`src/rtl/iq_avg_pkg.sv`:
```
// Shared state encoding, accumulator sizing and {Q,I} word packing for the
// averaged-IQ snapshot path.
package iq_avg_pkg;

  typedef enum logic [1:0] {
    IDLE      = 2'd0,
    WAIT_SYNC = 2'd1,
    ACC       = 2'd2,
    DONE      = 2'd3
  } state_t;

  // Widest sample the pack/unpack helpers can carry per component.
  localparam int PACK_MAX_W = 32;

  function automatic int acc_w(input int in_w, input int max_log2);
    return in_w + max_log2;
  endfunction

  function automatic logic [2*PACK_MAX_W-1:0] pack_iq(input logic [PACK_MAX_W-1:0] i_val,
                                                      input logic [PACK_MAX_W-1:0] q_val,
                                                      input int w);
    logic [2*PACK_MAX_W-1:0] mask_v;
    mask_v = (64'd1 << w) - 64'd1;
    return ({{PACK_MAX_W{1'b0}}, i_val} & mask_v) | (({{PACK_MAX_W{1'b0}}, q_val} & mask_v) << w);
  endfunction

  function automatic logic [PACK_MAX_W-1:0] unpack_i(input logic [2*PACK_MAX_W-1:0] word, input int w);
    logic [2*PACK_MAX_W-1:0] mask_v;
    mask_v = (64'd1 << w) - 64'd1;
    return PACK_MAX_W'(word & mask_v);
  endfunction

  function automatic logic [PACK_MAX_W-1:0] unpack_q(input logic [2*PACK_MAX_W-1:0] word, input int w);
    logic [2*PACK_MAX_W-1:0] mask_v;
    mask_v = (64'd1 << w) - 64'd1;
    return PACK_MAX_W'((word >> w) & mask_v);
  endfunction

endpackage

```
`src/rtl/iq_avg_acc_bank.sv`:
```
// Per-channel I/Q accumulators with load/add select and a registered scaled output.
// IQAVG_ROUND_EN selects round-half-up with saturation instead of plain truncation.
module iq_avg_acc_bank
  import iq_avg_pkg::*;
#(
  parameter int NUM_CH   = 4,
  parameter int IN_W     = 16,
  parameter int MAX_LOG2 = 8,
  parameter int CH_W     = 2,
  parameter int LW       = 4
) (
  input  logic            clk,
  input  logic            rst,
  input  logic            sample_en,
  input  logic [CH_W-1:0] ch,
  input  logic            first,
  input  logic            last,
  input  logic [LW-1:0]   shift,
  input  logic [IN_W-1:0] in_i,
  input  logic [IN_W-1:0] in_q,
  output logic            out_valid,
  output logic [IN_W-1:0] out_i,
  output logic [IN_W-1:0] out_q
);

  localparam int ACC_W = acc_w(IN_W, MAX_LOG2);

`ifdef IQAVG_ROUND_EN
  localparam logic signed [ACC_W-1:0] SAT_HI = ACC_W'({1'b0, {(IN_W-1){1'b1}}});
  localparam logic signed [ACC_W-1:0] SAT_LO = ~SAT_HI;
`endif

  logic signed [ACC_W-1:0] acc_i_r [NUM_CH];
  logic signed [ACC_W-1:0] acc_q_r [NUM_CH];
  logic signed [ACC_W-1:0] sum_i_s;
  logic signed [ACC_W-1:0] sum_q_s;
  logic                    out_valid_r;
  logic [IN_W-1:0]         out_i_r;
  logic [IN_W-1:0]         out_q_r;

  function automatic logic [IN_W-1:0] scale(input logic signed [ACC_W-1:0] sum_v,
                                            input logic [LW-1:0] sh);
`ifdef IQAVG_ROUND_EN
    logic signed [ACC_W-1:0] res_v;
    if (sh != {LW{1'b0}}) begin
      res_v = sum_v + (ACC_W'(1'b1) << (sh - LW'(1'b1)));
    end else begin
      res_v = sum_v;
    end
    res_v = res_v >>> sh;
    if (res_v > SAT_HI) begin
      return IN_W'(SAT_HI);
    end else if (res_v < SAT_LO) begin
      return IN_W'(SAT_LO);
    end else begin
      return IN_W'(res_v);
    end
`else
    return IN_W'(sum_v >>> sh);
`endif
  endfunction

  // First frame of a block loads the sample; later frames add to the running sum.
  always_comb begin
    sum_i_s = ACC_W'(signed'(in_i));
    sum_q_s = ACC_W'(signed'(in_q));
    if (first) begin
      sum_i_s = ACC_W'(signed'(in_i));
      sum_q_s = ACC_W'(signed'(in_q));
    end else begin
      sum_i_s = acc_i_r[ch] + ACC_W'(signed'(in_i));
      sum_q_s = acc_q_r[ch] + ACC_W'(signed'(in_q));
    end
  end

  // Accumulator storage and the registered average emitted on the block's last frame.
  always_ff @(posedge clk or posedge rst) begin
    if (rst) begin
      for (int k = 0; k < NUM_CH; k++) begin
        acc_i_r[k] <= {ACC_W{1'b0}};
        acc_q_r[k] <= {ACC_W{1'b0}};
      end
      out_valid_r <= 1'b0;
      out_i_r     <= {IN_W{1'b0}};
      out_q_r     <= {IN_W{1'b0}};
    end else begin
      out_valid_r <= sample_en && last;
      if (sample_en && last) begin
        out_i_r <= scale(sum_i_s, shift);
        out_q_r <= scale(sum_q_s, shift);
      end else if (sample_en) begin
        acc_i_r[ch] <= sum_i_s;
        acc_q_r[ch] <= sum_q_s;
      end
    end
  end

  assign out_valid = out_valid_r;
  assign out_i     = out_i_r;
  assign out_q     = out_q_r;

endmodule

```
`src/rtl/iq_avg_snapshot.sv`:
```
// Averaged-IQ snapshot writer: capture FSM, channel/frame/address counters and BRAM port A.
// Define IQAVG_ROUND_EN for round-half-up with saturation of the averages.
module iq_avg_snapshot
  import iq_avg_pkg::*;
#(
  parameter int NUM_CH   = 4,
  parameter int IN_W     = 16,
  parameter int ADDR_W   = 10,
  parameter int MAX_LOG2 = 8
) (
  input  logic                         clk,
  input  logic                         rst,
  input  logic                         arm,
  input  logic [$clog2(MAX_LOG2+1)-1:0] avg_log2,
  input  logic                         in_valid,
  input  logic                         in_sync,
  input  logic [IN_W-1:0]              in_i,
  input  logic [IN_W-1:0]              in_q,
  output logic                         bram_we,
  output logic                         bram_en_a,
  output logic [ADDR_W-1:0]            bram_addr,
  output logic [2*IN_W-1:0]            bram_wr_data,
  output logic                         busy,
  output logic                         done,
  output logic                         sync_err
);

  localparam int LW   = $clog2(MAX_LOG2+1);
  localparam int CH_W = (NUM_CH > 1) ? $clog2(NUM_CH) : 1;
  localparam int FR_W = (MAX_LOG2 > 0) ? MAX_LOG2 : 1;
  localparam logic [CH_W-1:0]   CH_LAST   = CH_W'(NUM_CH - 1);
  localparam logic [ADDR_W-1:0] ADDR_LAST = {ADDR_W{1'b1}};
  localparam logic [LW-1:0]     L_MAX     = LW'(MAX_LOG2);

  state_t            state_r;
  logic [CH_W-1:0]   ch_r, ch_eff_s, ch_next_s;
  logic [FR_W-1:0]   frame_r, frame_eff_s, frame_next_s, frame_last_s;
  logic [FR_W:0]     frame_span_s;
  logic [ADDR_W-1:0] addr_r, bram_addr_r;
  logic [LW-1:0]     avg_l_r;
  logic              busy_r, done_r, sync_err_r;
  logic              sample_s, misalign_s, first_s, last_s, write_s;
  logic              wr_valid_s;
  logic [IN_W-1:0]   wr_i_s, wr_q_s;

  // Effective channel/frame of the incoming sample and the counter values that follow it.
  always_comb begin
    sample_s     = 1'b0;
    misalign_s   = (state_r == ACC) && in_sync && (ch_r != {CH_W{1'b0}});
    ch_eff_s     = ch_r;
    frame_eff_s  = frame_r;
    ch_next_s    = ch_r;
    frame_next_s = frame_r;
    if (state_r == WAIT_SYNC) begin
      sample_s = in_valid && in_sync && !arm;
    end else if (state_r == ACC) begin
      sample_s = in_valid && !arm;
    end else begin
      sample_s = 1'b0;
    end
    // A sync away from channel 0 restarts the frame and drops partial sums.
    if (misalign_s) begin
      ch_eff_s    = {CH_W{1'b0}};
      frame_eff_s = {FR_W{1'b0}};
    end else begin
      ch_eff_s    = ch_r;
      frame_eff_s = frame_r;
    end
    frame_span_s = (FR_W+1)'(1'b1) << avg_l_r;
    frame_last_s = FR_W'(frame_span_s - (FR_W+1)'(1'b1));
    first_s      = (frame_eff_s == {FR_W{1'b0}});
    last_s       = (frame_eff_s == frame_last_s);
    write_s      = sample_s && last_s;
    if (ch_eff_s == CH_LAST) begin
      ch_next_s    = {CH_W{1'b0}};
      frame_next_s = last_s ? {FR_W{1'b0}} : frame_eff_s + FR_W'(1'b1);
    end else begin
      ch_next_s    = ch_eff_s + CH_W'(1'b1);
      frame_next_s = frame_eff_s;
    end
  end

  // Capture FSM with counters and registered status/address outputs.
  always_ff @(posedge clk or posedge rst) begin
    if (rst) begin
      state_r     <= IDLE;
      ch_r        <= {CH_W{1'b0}};
      frame_r     <= {FR_W{1'b0}};
      addr_r      <= {ADDR_W{1'b0}};
      bram_addr_r <= {ADDR_W{1'b0}};
      avg_l_r     <= {LW{1'b0}};
      busy_r      <= 1'b0;
      done_r      <= 1'b0;
      sync_err_r  <= 1'b0;
    end else if (arm) begin
      state_r    <= WAIT_SYNC;
      ch_r       <= {CH_W{1'b0}};
      frame_r    <= {FR_W{1'b0}};
      addr_r     <= {ADDR_W{1'b0}};
      avg_l_r    <= (avg_log2 > L_MAX) ? L_MAX : avg_log2;
      busy_r     <= 1'b1;
      done_r     <= 1'b0;
      sync_err_r <= 1'b0;
    end else begin
      case (state_r)
        IDLE, DONE: begin
          state_r <= state_r;
        end
        WAIT_SYNC, ACC: begin
          if (sample_s) begin
            state_r <= ACC;
            ch_r    <= ch_next_s;
            frame_r <= frame_next_s;
            if (misalign_s) begin
              sync_err_r <= 1'b1;
            end
            if (write_s) begin
              bram_addr_r <= addr_r;
              // The buffer never wraps: the top address ends the capture.
              if (addr_r == ADDR_LAST) begin
                state_r <= DONE;
                done_r  <= 1'b1;
                busy_r  <= 1'b0;
              end else begin
                addr_r <= addr_r + ADDR_W'(1'b1);
              end
            end
          end
        end
        default: begin
          state_r <= IDLE;
        end
      endcase
    end
  end

  iq_avg_acc_bank #(
    .NUM_CH   (NUM_CH),
    .IN_W     (IN_W),
    .MAX_LOG2 (MAX_LOG2),
    .CH_W     (CH_W),
    .LW       (LW)
  ) u_acc_bank (
    .clk       (clk),
    .rst       (rst),
    .sample_en (sample_s),
    .ch        (ch_eff_s),
    .first     (first_s),
    .last      (last_s),
    .shift     (avg_l_r),
    .in_i      (in_i),
    .in_q      (in_q),
    .out_valid (wr_valid_s),
    .out_i     (wr_i_s),
    .out_q     (wr_q_s)
  );

  assign bram_we      = wr_valid_s;
  assign bram_en_a    = wr_valid_s;
  assign bram_addr    = bram_addr_r;
  assign bram_wr_data = (2*IN_W)'(pack_iq(PACK_MAX_W'(wr_i_s), PACK_MAX_W'(wr_q_s), IN_W));
  assign busy         = busy_r;
  assign done         = done_r;
  assign sync_err     = sync_err_r;

endmodule
```
`config.mk`:
```
export PLATFORM = sky130hd
export DESIGN_NAME = iq_avg_snapshot
export DESIGN_NICKNAME = d
export VERILOG_FILES = /design/src/rtl/iq_avg_pkg.sv /design/src/rtl/iq_avg_acc_bank.sv /design/src/rtl/iq_avg_snapshot.sv
export SDC_FILE = /design/constraint.sdc
export NUM_CORES = 1
export LEC_CHECK = 0
export BUFFER_PORTS_ARGS = -buffer_cell sky130_fd_sc_hd__buf_2
export CORE_MARGIN = 4
export CORE_UTILIZATION = 40
export DETAILED_ROUTE_END_ITERATION = 8
export GPL_ROUTABILITY_DRIVEN = 0
export PLACE_DENSITY = 0.63
export SYNTH_ARGS = -nofsm -noshare
export SYNTH_HDL_FRONTEND = slang
export SYNTH_HIERARCHICAL = 1
export SYNTH_SLANG_ARGS = --single-unit
```
`constraint.sdc`:
```
create_clock -name clk -period 24 [get_ports clk]
set_input_delay 4.8 -clock clk [delete_from_list [all_inputs] [get_ports clk]]
set_output_delay 4.8 -clock clk [all_outputs]
set_load 0.05 [all_outputs]
```
==> summary by stage, run 1 <==
Final layout
The area growth from synthesis to layout is 11.2%. The number of inserted diodes is 0. In the final design database the tool counted around 2k nets. The finished layout holds ~2.4k standard cells, fillers aside. The library cell used most frequently in the layout, excluding fill and tap cells, is sky130_fd_sc_hd__nand2_1.

Of the cells placed in the final design, the portion with a size suffix greater than 1 is 0.151. The filler cells instantiated in the layout total just over 4k. Leaving out fill and tap cells, the most frequent cells in the layout are sky130_fd_sc_hd__nand2_1, sky130_fd_sc_hd__o21ai_0, sky130_fd_sc_hd__dfrtp_1.

CTS
CTS placed an instance of sky130_fd_sc_hd__clkbuf_16 at the clock tree root. In this run, CTS created clock tree buffers numbering 31. The largest buffer count on any clock path is 3. TritonCTS built the clock tree. The count of H-tree levels built during CTS is 1. The clock sink count is between 200 and 300. The clock reaches the later pin of the worst-skew pair after 0.58 ns. The post-cts gate resize count is 0. The number of hold buffers added after CTS was 0. After clock tree synthesis, the setup repair step added 0 buffers. Clock-pin slew was measured on the worst setup and hold paths at ~0.07 ns.

Synth
Of the synthesized area, sequential elements account for 0.386. The post-synthesis compound-gate area fraction is 0.229. Synthesis produced a netlist whose cell count is approximately 1.9k.

The combined area of all synthesized cells is around 0.017 mm². The dominant register cell in the synthesized netlist is sky130_fd_sc_hd__dfrtp_1. The count of unique library cells instantiated by Yosys is 95.

Of the total synthesized cell area, the portion taken by full adders, half adders and majority gates is 0.0411. The portion of synthesized area spent on multiplexers is 0.123. Counting every net in the synthesized netlist gives 1968. A synthesized cell averages around 9.1 µm². Of the total synthesized cell area, the portion taken by XOR and XNOR cells is 0.0159. Yosys printed 6 warnings.

The synthesized design contains between 200 and 300 register bits. Of the total synthesized cell area, the portion taken by AND, OR, NAND and NOR gates is 0.163. After synthesis, the largest family of logic cells by area is compound AO/OA/AOI/OAI gates.

The fraction of registers with async set or reset after synthesis is 1.00. The number of flops mapped to enable cells by yosys is 0.

STA
Setup repair after global routing left no endpoint under its margin. For the final routed database, the setup TNS stands at 0 ns. The total count of max-transition violations in the final report came to 0.

The final setup violation count is 0. The achievable frequency is approximately 0.11 GHz. Between clock sinks in the finished design, the worst skew comes to roughly 0.025 ns. The worst max-slew margin expressed relative to the limit is 0.155. The ratio of final minimum period to clock period is 0.392. The transition time of the tightest slew-check pin is between 1 and 1.5 ns. The routed design could run at a clock period as short as between 9 and 10 ns. The final hold violation count was 0.

Floorplanning
Measured along the x axis, the die boundary spans around 210 µm. After floorplanning, the core was divided into between 70 and 80 placement rows. The vertical extent of the die is ~210 µm. The boundary pin count is 88. In this run the standard cell core region covers 0.0421 mm². The effective utilization at floorplan is 0.406.

The total die area is between 0.04 and 0.05 mm².

Global routing
The global-route track usage on met2 is 0.327. The first global-routing pass estimated around 81 mm of wire. The number of global-route vias before repair is roughly 15k. The overall routing resource usage is 0.209. The met3 usage is 0.0323.

met2 is the most crowded layer. The pin count of the biggest net entering global routing is 97. The number of antenna violations at the first check in global routing is 1. The global-route track usage on met1 is 0.308. Summed over all layers, the global routing overflow is 0.

Status
The run finished with clean final reports.

Worst setup path
The cell that appears most often on the critical path is sky130_fd_sc_hd__buf_4. The arrival time of data at the critical path endpoint is between 9 and 10 ns. The required arrival time at the worst endpoint is 24.52 ns. The slowest library cell on the worst path is sky130_fd_sc_hd__a2111oi_0. Traced cell by cell, the critical path runs through buf_2 -> a21boi_4 -> buf_4 -> buf_4 -> mux4_2 -> ha_1 -> inv_1 -> fa_1 -> nand2b_1 -> a211oi_2 -> o21ai_0 -> a311o_1 -> and3_1 -> a22oi_1 -> nor2_1 -> a2111oi_0 -> a221o_1. For this run, the slowest stage of the critical path takes roughly 0.67 ns. The maximum fanout along the worst path is 28. The nature of the critical path endpoint is a flop.

The class of the most critical setup path is in -> reg. STA classifies the critical path startpoint as an input pin.

Run
The number of maximum-capacitance constraint violations is 0.

Power and ir drop
The worst vdd rail ir drop is around 0.048 mV. In this run the static leakage power is roughly 8.2 nW. Power spread over the standard cell area amounts to 81.3 mW/mm².

Placed design
The total instance count after detailed placement is about 2.4k. The wire-length estimate of the detail-placed layout is around 33 mm. The number of port buffers is slightly below 90.

Routing
Using the TritonRoute via totals, the vias-per-cell ratio works out to 6.14. Summed over all layers, the routed wires come to ~49 mm. The number of design-rule violations left by the first detailed-router iteration is approximately 1.5k.

The remaining antenna violation count after routing is 0. In the routed design, unresolved DRC markers number 0. The total number of vias is between 15k and 20k. The average wire per standard cell is around 20 µm. The number of detailed-routing iterations run before antenna repair is 5.

Hold path
The min-delay analysis places its worst path in the category reg -> reg.
==> cell usage after synthesis, types with 24 or more instances <==
cell type	number	area share
sky130_fd_sc_hd__nand2_1	319	0.070
sky130_fd_sc_hd__o21ai_0	267	0.078
sky130_fd_sc_hd__dfrtp_1	264	0.39
sky130_fd_sc_hd__nor2_1	107	0.023
sky130_fd_sc_hd__clkbuf_1	97	0.021
sky130_fd_sc_hd__a21oi_1	83	0.024
sky130_fd_sc_hd__mux4_2	65	0.086
sky130_fd_sc_hd__ha_1	53	0.039
sky130_fd_sc_hd__inv_1	37	0.0081
sky130_fd_sc_hd__mux2i_1	34	0.020
sky130_fd_sc_hd__nor3_1	30	0.0088
sky130_fd_sc_hd__nand4_1	29	0.011
sky130_fd_sc_hd__mux2_2	27	0.018
sky130_fd_sc_hd__a211oi_1	24	0.011
sky130_fd_sc_hd__nand3_1	24	0.0070
==> worst max-delay path: cells and delay by family <==
family	cells	cell delay (ns)
compound gates	7	2.38
fa+ha+maj	2	0.59
buf+inv	4	1.25
mux	1	0.31
simple gates	3	0.53
==> cell type report <==
cell class	instances	area (µm²)	area share
Multi-Input combinational cell	1438	9820	0.517
Sequential cell	264	6610	0.348
Clock buffer	37	828	0.0436
Tap cell	539	674	0.0355
Timing Repair Buffer	108	593	0.0312
Clock inverter	20	325	0.0171
Inverter	40	158	0.00829
==> registers in the layout (all words and copies together) (netlist names) <==
| register | flops |
|---|---|
| ch_r | 2 |
| u_acc_bank/out_q | 16 |
| busy | 1 |
| sync_err | 1 |
| addr_r | 10 |
| bram_addr | 10 |
| u_acc_bank/acc_q_r | 96 |
| state_r | 2 |
| done | 1 |
| avg_l_r | 4 |
| u_acc_bank/out_valid | 1 |
| u_acc_bank/acc_i_r | 96 |
| frame_r | 8 |
| u_acc_bank/out_i | 16 |
==> report_power, final <==
part / switching (mW) / internal (mW)
sequential: 0.0313 / 0.503
combinational: 0.295 / 0.184
clock: 0.199 / 0.333
total: 0.525 / 1.02
==> cell families after synthesis <==
kind of cell             count (synthesis)
AO/OA/AOI/OAI                          612
XOR/XNOR                                31
adder cells (fa/ha/maj)                 55
buffers and inverters                  170
flip-flops                             264
multiplexers                           126
AND/OR/NAND/NOR                        614
==> per-layer routing <==
layer	share of wire	up-vias
li1	-	6970
met1	0.46	7340
met2	0.44	615
met3	0.072	94
met4	0.024	2
met5	0.00026	-
==> final timing paths <==
| path | depth (start not counted) | slack (ns) | endpoint | start |
|---|---|---|---|---|
| setup / recovery | 17 | 14.60 | u_acc_bank/out_i[6]$_DFFE_PP0P_ | in_sync |
| hold / removal | 2 | 0.48 | u_acc_bank/acc_q_r[27]$_DFFE_PP0P_ | u_acc_bank/acc_q_r[27]$_DFFE_PP0P_ |
| setup reg to reg | 18 | 18.19 | u_acc_bank/out_i[6]$_DFFE_PP0P_ | state_r[0]$_DFFE_PP0P_ |
| hold reg to reg | 2 | 0.48 | u_acc_bank/acc_q_r[27]$_DFFE_PP0P_ | u_acc_bank/acc_q_r[27]$_DFFE_PP0P_ |
| max in group asynchronous | 3 | 18.26 | u_acc_bank/acc_i_r[55]$_DFFE_PP0P_ | rst |
| min in group asynchronous | 2 | 4.20 | bram_addr[2]$_DFFE_PP0P_ | rst |
==> per-stage QoR <==
stage	hold WS [ns]	power [mW]	setup WS [ns]	cell area, µm²	utilization
3_3_place_gp	0.456	0.998	14.15	17900	0.424
3_5_place_dp	0.466	1.01	14.08	17900	0.424
5_1_grt	0.498	1.63	14.14	19000	0.451
6_report	0.477	1.54	14.60	19000	0.451
4_1_cts	0.480	1.55	14.68	19000	0.451
2_1_floorplan	0.445	0.897	13.04	17100	-
No activity file was read; power rests on OpenSTA's default activity.
==> inputs of run 2 (changes only) <==
==> constraint.sdc (replaced) <==
create_clock -name clk -period 9.2 [get_ports clk]
set_input_delay 1.84 -clock clk [delete_from_list [all_inputs] [get_ports clk]]
set_output_delay 1.84 -clock clk [all_outputs]
set_load 0.05 [all_outputs]
==> run 2 against run 1 <==
Non-clock buffer count did not move. Sequential cell count unchanged. Worst hold slack lost 0.0020 ns. Register-to-register slack worse by 15 ns. Cell count fell by 0.25%. Combinational power rose to 2.6 times the previous value. Core utilization is 0.47 points lower. Sequential share of layout area increased by 0.37 points.
==> summary by stage, run 2 (synthesis results as in run 1) <==
Status
The flow ran to the end, and the final reports show no timing, DRC or antenna violations.

CTS
The setup fix buffers added after clock tree synthesis is 0. The count of H-tree levels built during CTS is 1. After clock tree synthesis, the repair step resized 0 gates. The TritonCTS clock tree is done. The TritonCTS buffer count is 30.

The total of hold buffers inserted after clock tree synthesis is 0. The largest buffer count on any clock path is 3. Clock tree synthesis found a total of roughly 260 sinks. After clock tree synthesis, the clock-pin slew on the worst setup and hold paths is approximately 0.06 ns. The root buffer cell chosen for the clock tree is sky130_fd_sc_hd__clkbuf_16. The worst-skew pair later-pin latency is 0.58 ns.

Placed design
The number of port buffers is between 80 and 90. Before CTS, the worst setup slack after placement is between 2 and 2.5 ns. After legalization and detailed placement, the total HPWL measured roughly 33 mm.

STA
The minimum clock period is 6.39 ns. Timing would allow up to about 0.16 GHz. Setup repair after global routing left no endpoint under its margin. Dividing the final minimum period by the clock period gives 0.695.

The final setup violation count is 0. The final hold violation count is 0. The total count of max-transition violations in the final report came to 0. The total negative slack is 0 ns.

On the final layout, the worst clock skew is between 0.02 and 0.025 ns. The worst setup slack after layout is between 2 and 3 ns. The worst hold margin is around 0.47 ns. Headroom to the max-slew limit came out at 0.165. The transition time of the tightest slew-check pin is 1.24 ns.

Run
Max-cap violations in this run came to 0.

Worst setup path
Traced cell by cell, the critical path runs through buf_2 -> a21boi_4 -> buf_4 -> mux4_2 -> ha_1 -> a211oi_2 -> o211a_4 -> nor4_4 -> o31a_1 -> o21ai_0 -> a21boi_0 -> a2111oi_0 -> o32ai_1 -> a221oi_1. Broken down by cell family, the worst path's largest delay share belongs to compound AO/OA/AOI/OAI gates. The maximum fanout along the worst path is 25. The worst setup path is captured at a flop. The arrival time of data at the critical path endpoint is between 6 and 7 ns.

For the worst setup path, the data required time is a little under 10 ns. The number of buffer and inverter instances along the worst setup path is 2. In this design, the stage delay of the slowest critical-path cell is between 0.7 and 0.8 ns. The slowest library cell on the worst path is sky130_fd_sc_hd__a2111oi_0.

The worst setup path is of the in -> reg kind. The worst setup path is launched from an input pin.

Floorplanning
The floorplan step defined a die boundary enclosing approximately 0.046 mm². The number of cell rows is between 70 and 80. The boundary pin count is just under 90. From left edge to right edge, the die measures 215 µm. The vertical extent of the die is roughly 210 µm. The area of the placeable core is between 0.04 and 0.05 mm². The effective utilization at floorplan is 0.406.

Final layout
The largest registers in the layout are u_acc_bank/acc_i_r (96), u_acc_bank/acc_q_r (96). In the final layout, the share of cells above drive strength 1 is 0.146. The share of the core filled with cells is 0.446. The top cell types in the final layout, fill and taps aside, are sky130_fd_sc_hd__nand2_1, sky130_fd_sc_hd__o21ai_0, sky130_fd_sc_hd__dfrtp_1. The library cell used most frequently in the layout, excluding fill and tap cells, is sky130_fd_sc_hd__nand2_1.

The number of inserted diodes is 0. The number of nets in the layout is just under 2k. The area growth from synthesis to layout is 10.0%.

Global routing
The first global-routing pass estimated between 70 and 80 mm of wire. The number of antenna violations at the first check in global routing was 2. The overall routing resource usage is 0.206. Global routing finished with a remaining overflow of 0. The number of global-route vias before repair is about 15k. The pin count of the biggest net entering global routing is between 90 and 100.

Routing
The total number of vias is around 15k. Dividing the detail-routed via count by the number of cells gives approximately 6. For this block, the initial DRC count from the detailed router was around 1.5k. The number of detailed-routing iterations run before antenna repair is 5. The wire length after detailed routing is between 40 and 50 mm. The remaining antenna violation count after routing is 0. In the final routed layout, each cell accounts on average for roughly 20 µm. The number of design rule violations left after detail routing is 0.

Power and ir drop
The leakage component of the power is between 8 and 9 nW. In this run the power density over the cells is ~200 mW/mm². The worst vdd rail ir drop is around 0.14 mV.

Hold path
The type of the tightest min-delay check is reg -> reg.
==> run 2: final timing paths <==
check | from | end | slack (ns) | cells after the start
worst max-delay path | in_sync | u_acc_bank/out_q[15]$_DFFE_PP0P_ | 2.81 | 14
worst min-delay path | u_acc_bank/acc_i_r[76]$_DFFE_PP0P_ | u_acc_bank/acc_i_r[76]$_DFFE_PP0P_ | 0.47 | 2
worst max register to register | state_r[0]$_DFFE_PP0P_ | u_acc_bank/out_q[15]$_DFFE_PP0P_ | 3.45 | 15
worst min register to register | u_acc_bank/acc_i_r[76]$_DFFE_PP0P_ | u_acc_bank/acc_i_r[76]$_DFFE_PP0P_ | 0.47 | 2
max in group asynchronous | rst | u_acc_bank/acc_i_r[58]$_DFFE_PP0P_ | 6.46 | 3
min in group asynchronous | rst | bram_addr[0]$_DFFE_PP0P_ | 1.26 | 2
==> run 2: through the flow <==
step	power, mW	std cells	area, µm²
5_1_grt	4.05	2440	18800
4_1_cts	3.83	2440	18800
6_report	3.81	2440	18800
3_5_place_dp	2.63	2389	17900
2_1_floorplan	2.34	1872	17100
3_3_place_gp	2.60	2389	17900
==> run 2: where the power goes <==
| part | switching, mW | internal, mW | total, mW |
|---|---|---|---|
| combinational | 0.762 | 0.480 | 1.24 |
| clock | 0.482 | 0.696 | 1.18 |
| sequential | 0.0782 | 1.31 | 1.39 |
| total | 1.32 | 2.49 | 3.81 |
==> run 2: worst register-to-register path: stages, from the launching register on <==
cell and delay, ns:
sky130_fd_sc_hd__dfrtp_1 0.39, sky130_fd_sc_hd__inv_1 0.06, sky130_fd_sc_hd__ha_1 0.32, sky130_fd_sc_hd__a21boi_4 0.67, sky130_fd_sc_hd__buf_4 0.48, sky130_fd_sc_hd__mux4_2 0.40, sky130_fd_sc_hd__ha_1 0.32, sky130_fd_sc_hd__a211oi_2 0.40
sky130_fd_sc_hd__o211a_4 0.27, sky130_fd_sc_hd__nor4_4 0.08, sky130_fd_sc_hd__o31a_1 0.34, sky130_fd_sc_hd__o21ai_0 0.34, sky130_fd_sc_hd__a21boi_0 0.16, sky130_fd_sc_hd__a2111oi_0 0.78, sky130_fd_sc_hd__o32ai_1 0.30, sky130_fd_sc_hd__a221oi_1 0.34
==> run 2: area by class of cell <==
| class | instances | area (µm²) |
|---|---|---|
| well taps | 539 | 674 |
| clock inverters | 9 | 97.6 |
| inverters | 40 | 158 |
| clock buffers | 42 | 857 |
| fillers | 3978 | 23300 |
| repair buffers | 108 | 593 |
| multi-input cells | 1438 | 9820 |
| flip-flops and latches | 264 | 6610 |
==> run 2: metal layers <==
layer  wire [µm]  track usage
met1       21800        0.301
met2       21700        0.323
met3        3760       0.0306
met4        1160       0.0571
met5           7            0
